===== config.mk =====
export PLATFORM = sky130hd
export DESIGN_NAME = weight_fetch_ctrl
export DESIGN_NICKNAME = d
export VERILOG_FILES = /design/src/rtl/weight_fetch_ctrl.sv
export SDC_FILE = /design/constraint.sdc
export NUM_CORES = 1
export LEC_CHECK = 0
export ABC_AREA = 1
export CORE_MARGIN = 5
export CORE_UTILIZATION = 35
export DETAILED_ROUTE_END_ITERATION = 10
export PLACE_DENSITY_LB_ADDON = 0.08
export SLEW_MARGIN = 20
export SYNTH_ARGS = -nofsm -noshare
export SYNTH_HDL_FRONTEND = slang
export SYNTH_SLANG_ARGS = --single-unit

===== constraint.sdc =====
create_clock -name clk -period 13.65 [get_ports clk]
set_input_delay 4.095 -clock clk [delete_from_list [all_inputs] [get_ports clk]]
set_output_delay 4.095 -clock clk [all_outputs]
set_load 0.03 [all_outputs]

===== src/rtl/weight_fetch_ctrl.sv =====
// weight_fetch_ctrl
//   Read-side master for the weight SRAM. On an accepted start it streams
//   num_words consecutive words beginning at base_addr out of the SRAM and
//   hands them to the compute array over a valid/ready interface. A small
//   skid FIFO absorbs the SRAM's one-cycle read latency so that backpressure
//   never loses or duplicates a word.
//
// Ports
//   clk, rst          clock; asynchronous active-high reset
//   start             one-cycle transfer request, honoured only in IDLE
//   base_addr         first SRAM word index (sampled on start acceptance)
//   num_words         number of words to fetch (sampled on start acceptance)
//   busy              high from start acceptance until done
//   done              one-cycle completion pulse
//   sram_csb          SRAM chip enable, active low (low = read this cycle)
//   sram_raddr        SRAM read address
//   sram_rdata        SRAM read data, valid the cycle after issue
//   w_valid, w_ready  output handshake
//   w_data            output weight word (FIFO head)
//   w_last            final word of the transfer, qualified by w_valid
module weight_fetch_ctrl #(
  parameter int ADDR_WIDTH = 17,
  parameter int DATA_WIDTH = 100,
  parameter int CNT_WIDTH  = 17,
  parameter int FIFO_DEPTH = 2
) (
  input  logic                  clk,
  input  logic                  rst,
  input  logic                  start,
  input  logic [ADDR_WIDTH-1:0] base_addr,
  input  logic [CNT_WIDTH-1:0]  num_words,
  output logic                  busy,
  output logic                  done,
  output logic                  sram_csb,
  output logic [ADDR_WIDTH-1:0] sram_raddr,
  input  logic [DATA_WIDTH-1:0] sram_rdata,
  output logic                  w_valid,
  input  logic                  w_ready,
  output logic [DATA_WIDTH-1:0] w_data,
  output logic                  w_last
);

  localparam int PTR_W   = (FIFO_DEPTH > 1) ? $clog2(FIFO_DEPTH) : 1;
  localparam int FCNT_W  = $clog2(FIFO_DEPTH + 1);
  localparam logic [FCNT_W:0] DEPTH_EXT = (FCNT_W + 1)'(FIFO_DEPTH);

  typedef enum logic [1:0] {
    S_IDLE,
    S_FETCH,
    S_DRAIN,
    S_DONE
  } state_t;

  state_t state, state_nxt;

  logic [ADDR_WIDTH-1:0] base_q;
  logic [CNT_WIDTH-1:0]  num_q;
  logic [CNT_WIDTH-1:0]  issue_idx;
  logic [CNT_WIDTH-1:0]  pop_idx;
  logic                  pending;

  logic [DATA_WIDTH-1:0] mem [FIFO_DEPTH];
  logic [PTR_W-1:0]      wr_ptr, rd_ptr;
  logic [FCNT_W-1:0]     fifo_count;

  logic accept, issue, last_issue, push, pop, credit_ok;

  function automatic logic [PTR_W-1:0] ptr_inc(input logic [PTR_W-1:0] p);
    return (p == PTR_W'(FIFO_DEPTH - 1)) ? '0 : p + PTR_W'(1);
  endfunction

  assign accept = (state == S_IDLE) && start;
  assign push   = pending;
  assign pop    = w_valid && w_ready;

  // Words already buffered plus the one in flight, less the one leaving
  // this cycle, must leave room for the read we are about to issue.
  assign credit_ok = ({1'b0, fifo_count} + {{FCNT_W{1'b0}}, pending})
                     < (DEPTH_EXT + {{FCNT_W{1'b0}}, pop});

  assign issue      = (state == S_FETCH) && (issue_idx < num_q) && credit_ok;
  assign last_issue = issue && (issue_idx == num_q - CNT_WIDTH'(1));

  assign sram_csb   = ~issue;
  assign sram_raddr = base_q + ADDR_WIDTH'(issue_idx);

  assign w_valid = (fifo_count != '0);
  assign w_data  = mem[rd_ptr];
  assign w_last  = w_valid && (pop_idx == num_q - CNT_WIDTH'(1));

  assign busy = accept || (state == S_FETCH) || (state == S_DRAIN);
  assign done = (state == S_DONE);

  always_comb begin
    state_nxt = state;
    unique case (state)
      S_IDLE: begin
        if (start) begin
          state_nxt = (num_words == '0) ? S_DONE : S_FETCH;
        end
      end
      S_FETCH: begin
        if (last_issue) begin
          state_nxt = S_DRAIN;
        end
      end
      S_DRAIN: begin
        if (pop && w_last) begin
          state_nxt = S_DONE;
        end
      end
      S_DONE: begin
        state_nxt = S_IDLE;
      end
      default: begin
        state_nxt = S_IDLE;
      end
    endcase
  end

  always_ff @(posedge clk or posedge rst) begin
    if (rst) begin
      state <= S_IDLE;
    end else begin
      state <= state_nxt;
    end
  end

  always_ff @(posedge clk or posedge rst) begin
    if (rst) begin
      base_q    <= '0;
      num_q     <= '0;
      issue_idx <= '0;
      pop_idx   <= '0;
      pending   <= 1'b0;
    end else begin
      if (accept) begin
        base_q    <= base_addr;
        num_q     <= num_words;
        issue_idx <= '0;
        pop_idx   <= '0;
      end else begin
        if (issue) begin
          issue_idx <= issue_idx + CNT_WIDTH'(1);
        end
        if (pop) begin
          pop_idx <= pop_idx + CNT_WIDTH'(1);
        end
      end
      pending <= issue;
    end
  end

  // Skid FIFO: the registered SRAM output is captured the cycle after issue.
  always_ff @(posedge clk or posedge rst) begin
    if (rst) begin
      for (int unsigned i = 0; i < FIFO_DEPTH; i++) begin
        mem[i] <= '0;
      end
      wr_ptr     <= '0;
      rd_ptr     <= '0;
      fifo_count <= '0;
    end else begin
      if (push) begin
        mem[wr_ptr] <= sram_rdata;
        wr_ptr      <= ptr_inc(wr_ptr);
      end
      if (pop) begin
        rd_ptr <= ptr_inc(rd_ptr);
      end
      unique case ({push, pop})
        2'b10:   fifo_count <= fifo_count + FCNT_W'(1);
        2'b01:   fifo_count <= fifo_count - FCNT_W'(1);
        default: fifo_count <= fifo_count;
      endcase
    end
  end

  a_no_overflow: assert property (
    @(posedge clk) disable iff (rst)
      push |-> ((fifo_count < FCNT_W'(FIFO_DEPTH)) || pop)
  );

endmodule


==> run metrics, run 1 <==
outcome finished, final reports clean; Leakage 9.820 nW; Buffers on Ports 259; crit path max fanout 14; yosys warns 0; adder-cell area share of the yosys netlist 3.956%; sequential-to-total area share from yosys stat between 40 and 50%; multiplexer share of the synthesized area 0%; Clk pwr share around a third; vias 12750; FF-to-FF Start pending$_DFF_PP0_; Initial Utilization between 30% and 40%; Final min period 10.34 ns; hpwl dp 27.85 mm; pre-CTS WS 3.352 ns; Hold EP mem[20]$_DFFE_PP0P_; switching share of total power ~37%; max_slew headroom 32.92%; post-synth top area share 47.71%; Critical Path RT around 9.6 ns; FF-to-FF End mem[145]$_DFFE_PP0P_; post-synthesis compound-gate area fraction 11.20%; setup TNS 0 ns; final net count 2320; GP Congestion between 0.8 and 0.9; fmax 96.75 MHz; most frequent cells in the layout nand2_1 (730), dfrtp_1 (274), clkdlybuf4s50_1 (259), o21ai_0 (250), inv_1 (198); first-pass GRT wire length 65.21 mm; Vias/cell ~4.7; DIE HEIGHT 213.0 um; Cells on Worst Hold Path 2; Post-Syn Area roughly 14000 um^2; syn avg cell area 7.547 um^2; Clk Latency, worst-skew pair 0.54 ns; row cnt 74; P_sw 0.001092 W; Yosys reg bits 275; Slew @ Worst Pin 1.006 ns; Syn Nets 2094; Ports 260; # resized after CTS 0; Root Buffer clkbuf_16; 1st-iter DRT viols about 700; Final setup viols 0; Post-CTS Setup Repair Bufs 0; Worst R2R Path Depth 5; RSZ-0062 raised after global routing no; Hold Crit Class reg -> reg; slowest cell delay on critical path between 0.6 and 0.7 ns; CTS sink cnt between 200 and 300; most common cell after layout, fill and taps aside nand2_1; GRT overflow 0; Async SR Flop Fraction 100.0%; top area cells in the synthesized netlist dfrtp_1 (48%), nand2_1 (19%), o21ai_0 (8.7%), inv_1 (5.2%), ha_1 (3.8%); main combinational cell family by area after synthesis simple AND/OR/NAND/NOR gates; Routed Antenna Nets 0; distinct cell type count after synthesis 39; Comb pwr share 37.7%; Die W about 210 um; simple logic cell fraction of the synthesized area 27.87%; initial antenna violation count 0; drt first pass iters 6; share of layout cells above drive strength 1 5.227%; most frequent CP cell clkdlybuf4s50_1; total clock buffers created by CTS 35; WS Path Type in -> out; Worst Path Buf+Inv 3; clk slew on worst S/H paths 0.05 ns; GRT Util Overall 17.68%; post-synth top area cell dfrtp_1; Hold Crit Start mem[20]$_DFFE_PP0P_; post-synthesis cell count ~1900; P per Cell Area 157.2 nW/um^2; htree depth 2; Die ar. 45370 um^2; setup ws final around 3.3 ns; hold_buf cts 0; DR DRC count 0; CP arrival 6.24 ns; Slew Limit Fails 0; number of synthesized flops with an enable pin 0; core area 40830 um^2; R2R setup slack ~11 ns; Most used DFF post-synth dfrtp_1; worst vdd ir 0.00008067 V; number of global-route vias before repair between 10000 and 15000; Worst Skew between 0.015 and 0.02 ns; drt total wl 40.79 mm; max_cap viols 0; CP cell instances clkdlybuf4s50_1, nand2_4, o21ai_0, nand2_1, nor2_4, inv_1, clkdlybuf4s50_1; CTS tree done; Diodes inserted 0; kind of cell adding the most delay to the critical path buffers and inverters; post-route clock period utilization 75.72%; Reg power frac 29.6%; Setup crit end kind output port; crit path launch type primary input; slowest cell on the critical path clkdlybuf4s50_1; Pint 0.001846 W; xor/xnor share of the synthesized area 1.822%; largest net degree at the start of global routing 152; Final Hold Vio Count 0; Clock Tree Buf Depth 3; WL per Instance between 15 and 20 um; Layout area overhead 29.62%
## metal layers
metal | vias to the layer above | wire length, um | GRT usage, %
met4 | 0 | 712 | 4.679
li1 | 6517 | - | -
met3 | 47 | 2016 | 2.895
met5 | - | 0 | 0
met2 | 257 | 18770 | 28.40
met1 | 5927 | 19290 | 25.01
## worst max path at each step
stage,from,end,slack [ns],depth (start not counted)
final,w_ready,sram_csb,3.31,7
after global routing,w_ready,sram_csb,3.15,7
after global placement,w_ready,sram_csb,3.41,7
after floorplan,rst,base_q[0]$_DFFE_PP0P_,1.97,1
after detailed placement,w_ready,sram_csb,3.35,7
after CTS,w_ready,sram_csb,3.34,7
## stage by stage
stage | std cells | utilization (%) | area (um^2) | power, W | hold WS, ns
after detailed placement | 2632 | 42.82 | 17480 | 0.002009 | 0.4727
after CTS | 2694 | 45.78 | 18690 | 0.002994 | 0.4862
final | 2694 | 45.78 | 18690 | 0.002938 | 0.4811
after global routing | 2694 | 45.78 | 18690 | 0.003109 | 0.5002
after global placement | 2632 | 42.82 | 17480 | 0.002009 | 0.4654
after floorplan | 1911 | - | 14420 | 0.001520 | 0.4529
## cell families (layout without fill, tap and decap cells)
| logic type | after synthesis | count (layout) |
|---|---|---|
| compound gates | 313 | 313 |
| simple gates | 963 | 963 |
| buf+inv | 285 | 536 |
| fa+ha+maj | 45 | 45 |
| xor+xnor | 30 | 30 |
| flops | 275 | 275 |
## cell usage after synthesis, types with 6 or more instances
master / instances
nor2_4: 8
nor2_1: 58
clkbuf_1: 76
a21oi_1: 42
nor4_1: 6
nand3_1: 90
nor3_1: 21
nand2_1: 732
nor2_2: 6
xor2_1: 23
nand4_1: 15
xnor2_1: 7
inv_1: 200
ha_1: 44
o31ai_1: 9
nand2_2: 8
dfrtp_1: 275
o21ai_0: 250
## power by group through the flow
stage               Clock (W)  Combinational, W  Sequential [W]
finish               0.000962           0.00111        0.000869
global route          0.00103           0.00121        0.000872
CTS                  0.000996           0.00113        0.000870
detailed placement          0           0.00113        0.000883
global placement            0           0.00113        0.000884
floorplan                   0          0.000658        0.000861
## worst register-to-register path, cell delays in order (launching register included)
cell     delay, ns
dfrtp_1       0.42
inv_1         0.12
or2_4         0.22
buf_4         0.76
buf_4         0.80
o21ai_0       0.25
## sequential cells by signal, indices dropped and copies added (netlist names)
register / flops
mem: 200
base_q: 17
issue_idx: 17
num_q: 17
pop_idx: 17
fifo_count: 2
state: 2
pending: 1
rd_ptr: 1
wr_ptr: 1
## layout make-up
class,instances,area [um^2]
clock buffers,49,1030
clock inverters,13,180.2
fillers,4162,22140
inverters,207,787.0
multi-input cells,1351,6481
flip-flops and latches,275,6885
well taps,532,665.6
repair buffers,267,2665
Power figures use the tool's default switching activity.
==> run 2: changes to the inputs <==
==> constraint.sdc (replaced) <==
create_clock -name clk -period 10.4 [get_ports clk]
set_input_delay 3.12 -clock clk [delete_from_list [all_inputs] [get_ports clk]]
set_output_delay 3.12 -clock clk [all_outputs]
set_load 0.03 [all_outputs]
==> run 2 against run 1 <==
- cell count about the same
- core utilization shrank 0.28 points
- sequential share of layout area up 0.23 points
- global-route usage is essentially flat
- clock power rose by 19%
- die area stayed put
- sequential power grew 32%
- non-clock buffer count up 2
- first-iteration DRC count up 34%
- clock skew shrank 0.0097 ns
- combinational power grew 31%
- critical path depth stayed put
- largest power group unchanged
==> run metrics, run 2 (same netlist as run 1, synthesis figures left out) <==
Hold Crit Class reg -> reg (unchanged); switching share of total power 38.06% (was 37.16%); FF-to-FF End issue_idx[15]$_DFFE_PP0P_ (was mem[145]$_DFFE_PP0P_); crit path max fanout 14 (unchanged); setup TNS 0 ns (unchanged); R2R setup slack 7.71 ns (was 10.92 ns); post-route clock period utilization 80.48%; FF-to-FF Start state[0]$_DFFE_PP0P_ (was pending$_DFF_PP0_); Setup crit end kind output port (unchanged); clk slew on worst S/H paths 0.06 ns (was 0.05 ns); DIE HEIGHT 213.0 um (unchanged); Worst Skew 0.009449 ns (was 0.01919 ns); most frequent CP cell clkdlybuf4s50_1 (unchanged); outcome finished, final reports clean (unchanged); GRT Util Overall 17.68% (about the same); Hold Crit Start mem[139]$_DFFE_PP0P_ (was mem[20]$_DFFE_PP0P_); Hold EP mem[139]$_DFFE_PP0P_ (was mem[20]$_DFFE_PP0P_); core area 40830 um^2 (unchanged); Clock Tree Buf Depth 3 (unchanged); max_slew headroom 32.75% (was 32.92%); htree depth 2 (unchanged); Slew @ Worst Pin 1.009 ns (was 1.006 ns); vias 12750 (about the same); # resized after CTS 0 (unchanged); Post-CTS Setup Repair Bufs 0 (unchanged); drt total wl 40.56 mm (was 40.79 mm); Die W 213.0 um (unchanged); most frequent cells in the layout nand2_1 (730), dfrtp_1 (274), clkdlybuf4s50_1 (259), o21ai_0 (250), inv_1 (198) (unchanged); number of global-route vias before repair 12450 (was 12410); Vias/cell 4.734 (was 4.732); first-pass GRT wire length 65.81 mm (was 65.21 mm); Worst R2R Path Depth 8 (was 5); largest net degree at the start of global routing 105 (was 152); drt first pass iters 5 (was 6); CTS sink cnt 275 (unchanged); CP arrival 5.25 ns (was 6.24 ns); kind of cell adding the most delay to the critical path buffers and inverters (unchanged); max_cap viols 0 (unchanged); Final Hold Vio Count 0 (unchanged); slowest cell on the critical path clkdlybuf4s50_1 (unchanged); Layout area overhead 28.82% (was 29.62%); Clk pwr share 30.5% (was 32.7%); Pint 0.002314 W (was 0.001846 W); Routed Antenna Nets 0 (unchanged); WL per Instance 15.06 um (was 15.14 um); Diodes inserted 0 (unchanged); initial antenna violation count 0 (unchanged); Clk Latency, worst-skew pair 0.52 ns (was 0.54 ns); final net count 2321 (was 2320); Buffers on Ports 259 (unchanged); Leakage 9.762 nW (was 9.820 nW); GP Congestion 0.8787 (was 0.8607); WS Path Type in -> out (unchanged); slowest cell delay on critical path 0.68 ns (was 0.69 ns); row cnt 74 (unchanged); Die ar. 45370 um^2 (unchanged); max FFs per register 200 (unchanged); Worst Path Buf+Inv 3 (unchanged); fmax approximately 120 MHz; Comb pwr share 38.8% (was 37.7%); Reg power frac 30.7% (was 29.6%); Layout Utilization 45.50% (was 45.78%); RSZ-0062 raised after global routing no (unchanged); Final setup viols 0 (unchanged); CTS tree done (unchanged); share of layout cells above drive strength 1 4.998% (was 5.227%); Initial Utilization 35.32% (unchanged); Root Buffer clkbuf_16 (unchanged); P_sw 0.001422 W (was 0.001092 W); GRT overflow 0 (unchanged); Biggest register mem (unchanged); P per Cell Area 201.1 nW/um^2 (was 157.2 nW/um^2); Critical Path RT 7.28 ns (was 9.55 ns); hold_buf cts 0 (unchanged); worst vdd ir 0.0001353 V (was 0.00008067 V); hpwl dp 28.15 mm (was 27.85 mm); Ports 260 (unchanged); most common cell after layout, fill and taps aside nand2_1 (unchanged); DR DRC count 0 (unchanged); crit path launch type primary input (unchanged); 1st-iter DRT viols 936 (was 698); CP cell instances clkdlybuf4s50_1, nand2_4, o21ai_0, nand2_1, nor2_4, inv_1, clkdlybuf4s50_1 (unchanged); Cells on Worst Hold Path 2 (unchanged); total clock buffers created by CTS 34 (was 35); Slew Limit Fails 0 (unchanged); Final min period 8.370 ns
[run 2: changes by cell type in the layout (fill, tap and decap cells not counted), sizes merged]
| cell | previous run | this run |
|---|---|---|
| bufinv | 4 | 1 |
| buf | 8 | 10 |
| clkinvlp | 0 | 1 |
| clkinv | 12 | 11 |
[run 2: final cells by class]
class / instances / area, um^2
Clock inverter: 10 / 93.84
Inverter: 207 / 783.3
Sequential cell: 275 / 6885
Multi-Input combinational cell: 1351 / 6481
Fill cell: 4082 / 22250
Clock buffer: 49 / 978.4
Tap cell: 532 / 665.6
Timing Repair Buffer: 269 / 2691
[run 2: worst register-to-register path, cell delays in order, from the launching register on]
cell	delay (ns)
dfrtp_1	0.39
inv_1	0.10
ha_1	0.23
nand2_2	0.07
buf_4	0.53
inv_2	0.54
nor2_1	0.55
nand2_1	0.10
o31ai_1	0.09
[run 2: layer usage]
layer  track usage [%]  wire length [um]  part of all wire (%)  up-vias
met3             2.542              1979                   4.9       40
li1                  -                 -                     -     6526
met1             25.40             19230                    47     5943
met4             3.090               506                   1.2        0
met2             28.98             18840                    46      240
met5                 0                 0                     0        -
[run 2: how the worst max path moves through the flow]
stage             from        to  slack, ns  cells past startpoint
2_1_floorplan    start      busy       3.26                      4
3_3_place_gp   w_ready  sram_csb       2.09                      7
3_5_place_dp   w_ready  sram_csb       2.04                      7
4_1_cts        w_ready  sram_csb       2.03                      7
5_1_grt        w_ready  sram_csb       1.93                      7
6_report       w_ready  sram_csb       2.03                      7
[run 2: power groups by stage]
| stage | clock network (W) | registers, W | logic [W] |
|---|---|---|---|
| 2_1_floorplan | 0 | 0.00113 | 0.000864 |
| 3_3_place_gp | 0 | 0.00117 | 0.00147 |
| 3_5_place_dp | 0 | 0.00117 | 0.00148 |
| 4_1_cts | 0.00118 | 0.00115 | 0.00148 |
| 5_1_grt | 0.00123 | 0.00115 | 0.00158 |
| 6_report | 0.00114 | 0.00115 | 0.00145 |
[run 2: stage by stage]
| stage | power [W] | hold slack, ns | instance area (um^2) | setup WS (ns) | instances |
|---|---|---|---|---|---|
| 2_1_floorplan | 0.001995 | 0.4529 | 14430 | 3.263 | 1911 |
| 3_3_place_gp | 0.002641 | 0.4649 | 17480 | 2.094 | 2633 |
| 3_5_place_dp | 0.002641 | 0.4729 | 17480 | 2.038 | 2633 |
| 4_1_cts | 0.003807 | 0.4863 | 18550 | 2.033 | 2692 |
| 5_1_grt | 0.003954 | 0.5014 | 18580 | 1.932 | 2693 |
| 6_report | 0.003736 | 0.4811 | 18580 | 2.030 | 2693 |
==> run 3: changes to the inputs <==
==> constraint.sdc (replaced) <==
create_clock -name clk -period 7.8 [get_ports clk]
set_input_delay 2.34 -clock clk [delete_from_list [all_inputs] [get_ports clk]]
set_output_delay 2.34 -clock clk [all_outputs]
set_load 0.03 [all_outputs]
==> run 3 against run 2 <==
- power up 36%
- cell count up 0.15%
- clock power up 41%
- via count up 0.37%
- worst setup slack worse by 0.94 ns
- sequential share of layout area down 0.16 points
- global-route usage down 0.19 points
- critical path type unchanged
- largest power group unchanged
==> run metrics, run 3 (same netlist as run 1, synthesis figures left out) <==
Worst Skew 0.01837 ns (was 0.009449 ns); Final setup viols 0 (unchanged); crit path max fanout 14 (unchanged); drt total wl 40.66 mm (was 40.56 mm); worst vdd ir 0.0001566 V (was 0.0001353 V); WL per Instance 15.08 um (was 15.06 um); drt first pass iters 5 (unchanged); GP Congestion 0.8590 (was 0.8787); Cells on Worst Hold Path 2 (unchanged); Routed Antenna Nets 0 (unchanged); 1st-iter DRT viols 815 (was 936); Hold Crit Class reg -> reg (unchanged); slowest cell on the critical path clkdlybuf4s50_1 (unchanged); fmax 149.0 MHz; setup TNS 0 ns (unchanged); pre-CTS WS 1.080 ns (was 2.038 ns); number of global-route vias before repair 12440 (was 12450); CTS tree done (unchanged); CP cell instances clkdlybuf4s50_1, nand2_4, o21ai_0, nand2_1, nor2_4, inv_1, buf_4, clkdlybuf4s50_1 (was clkdlybuf4s50_1, nand2_4, o21ai_0, nand2_1, nor2_4, inv_1, clkdlybuf4s50_1); outcome finished, final reports clean (unchanged); WS Path Type in -> out (unchanged); max_slew headroom 35.21% (was 32.75%); Clk Latency, worst-skew pair 0.53 ns (was 0.52 ns); most frequent CP cell clkdlybuf4s50_1 (unchanged); clk slew on worst S/H paths 0.06 ns (about the same); crit path launch type primary input (unchanged); RSZ-0062 raised after global routing no (unchanged); CTS sink cnt 275 (unchanged); Critical Path RT 5.46 ns (was 7.28 ns); Tot Pwr 0.005074 W (was 0.003736 W); GRT Util Overall 17.50% (was 17.68%); slowest cell delay on critical path 0.62 ns (was 0.68 ns); Die W 213.0 um (unchanged); setup ws final 1.087 ns (was 2.030 ns); placed instance area 17500 um^2 (was 17480 um^2); P per Cell Area 271.9 nW/um^2 (was 201.1 nW/um^2); largest net degree at the start of global routing 142 (was 105); Slew Limit Fails 0 (unchanged); GRT overflow 0 (unchanged); most frequent cells in the layout nand2_1 (730), dfrtp_1 (274), clkdlybuf4s50_1 (259), o21ai_0 (250), inv_1 (198) (unchanged); Final Hold Vio Count 0 (unchanged); Post-CTS Setup Repair Bufs 0 (unchanged); Die ar. 45370 um^2 (unchanged); share of layout cells above drive strength 1 5.227% (was 4.998%); vias 12800 (was 12750); # resized after CTS 0 (unchanged); initial antenna violation count 0 (unchanged); max FFs per register 200 (unchanged); Worst R2R Path Depth 8 (unchanged); post-route clock period utilization 86.07%; total clock buffers created by CTS 34 (unchanged); Root Buffer clkbuf_16 (unchanged); final net count 2322 (was 2321); Clock Tree Buf Depth 3 (unchanged); hold_buf cts 0 (unchanged); hpwl dp 28.04 mm (was 28.15 mm); Ports 260 (unchanged); htree depth 2 (unchanged); row cnt 74 (unchanged); Slew @ Worst Pin 0.9719 ns (was 1.009 ns); Vias/cell 4.745 (was 4.734); Setup crit end kind output port (unchanged); max_cap viols 0 (unchanged); post-route design area 18660 um^2 (was 18580 um^2); DR DRC count 0 (unchanged); DIE HEIGHT 213.0 um (unchanged); Final min period 6.713 ns; CP arrival 4.37 ns (was 5.25 ns); Biggest register mem (unchanged); most common cell after layout, fill and taps aside nand2_1 (unchanged); Buffers on Ports 259 (unchanged); Layout area overhead 29.38% (was 28.82%); core area 40830 um^2 (unchanged); Initial Utilization 35.32% (unchanged); # fillers 4120 (was 4082); first-pass GRT wire length 65.31 mm (was 65.81 mm); Leakage 9.795 nW (was 9.762 nW)
-- run 3: changes by cell type in the layout (fill, tap and decap cells not counted), sizes merged --
cell,change
diode,+3
bufinv,+2
buf,+1
clkbuf,-1
clkinv,-1
-- run 3: final cells by class --
cell class | count | area (um^2) | area share (%)
antenna | 3 | 7.507 | 0.04023
timing repair buffer | 270 | 2691 | 14.42
inverter | 207 | 783.3 | 4.197
multi-input combinational | 1351 | 6481 | 34.73
clock buffer | 48 | 993.5 | 5.324
sequential | 275 | 6885 | 36.90
tap | 532 | 665.6 | 3.567
clock inverter | 11 | 152.6 | 0.8180
-- run 3: metal layers --
| layer | global-route usage (%) | vias to the layer above | wire length [um] |
|---|---|---|---|
| met3 | 2.703 | 47 | 2091 |
| met4 | 4.348 | 0 | 752 |
| li1 | - | 6518 | - |
| met1 | 25.13 | 5936 | 19030 |
| met5 | 0 | - | 0 |
| met2 | 27.92 | 295 | 18790 |
-- run 3: final timing paths --
kind | startpoint | to | slack (ns)
setup / recovery | w_ready | sram_csb | 1.09
hold / removal | mem[167]$_DFFE_PP0P_ | mem[167]$_DFFE_PP0P_ | 0.48
setup reg to reg | state[0]$_DFFE_PP0P_ | issue_idx[5]$_DFFE_PP0P_ | 5.12
hold reg to reg | mem[167]$_DFFE_PP0P_ | mem[167]$_DFFE_PP0P_ | 0.48
max in group asynchronous | rst | mem[111]$_DFFE_PP0P_ | 4.68
min in group asynchronous | rst | mem[104]$_DFFE_PP0P_ | 2.05
-- run 3: critical path, delay by kind of cell --
kind	cells	cell delay, ns
compound gates	1	0.16
buf+inv	4	1.38
simple gates	3	0.49
-- run 3: power breakdown --
group	switching, W	leakage (nW)	internal, W	total, W
clock	0.000624	0.568	0.000989	0.00161
sequential	0.0000596	2.67	0.00146	0.00152
combinational	0.00122	6.56	0.000719	0.00194
total	0.00191	9.80	0.00317	0.00507
-- run 3: through the flow --
step | hold WS (ns) | utilization, % | std cells
after floorplan | 0.4529 | - | 1911
after global placement | 0.4651 | 42.87 | 2635
after detailed placement | 0.4724 | 42.87 | 2635
after CTS | 0.4867 | 45.67 | 2694
after global routing | 0.4970 | 45.68 | 2694
final | 0.4810 | 45.70 | 2697
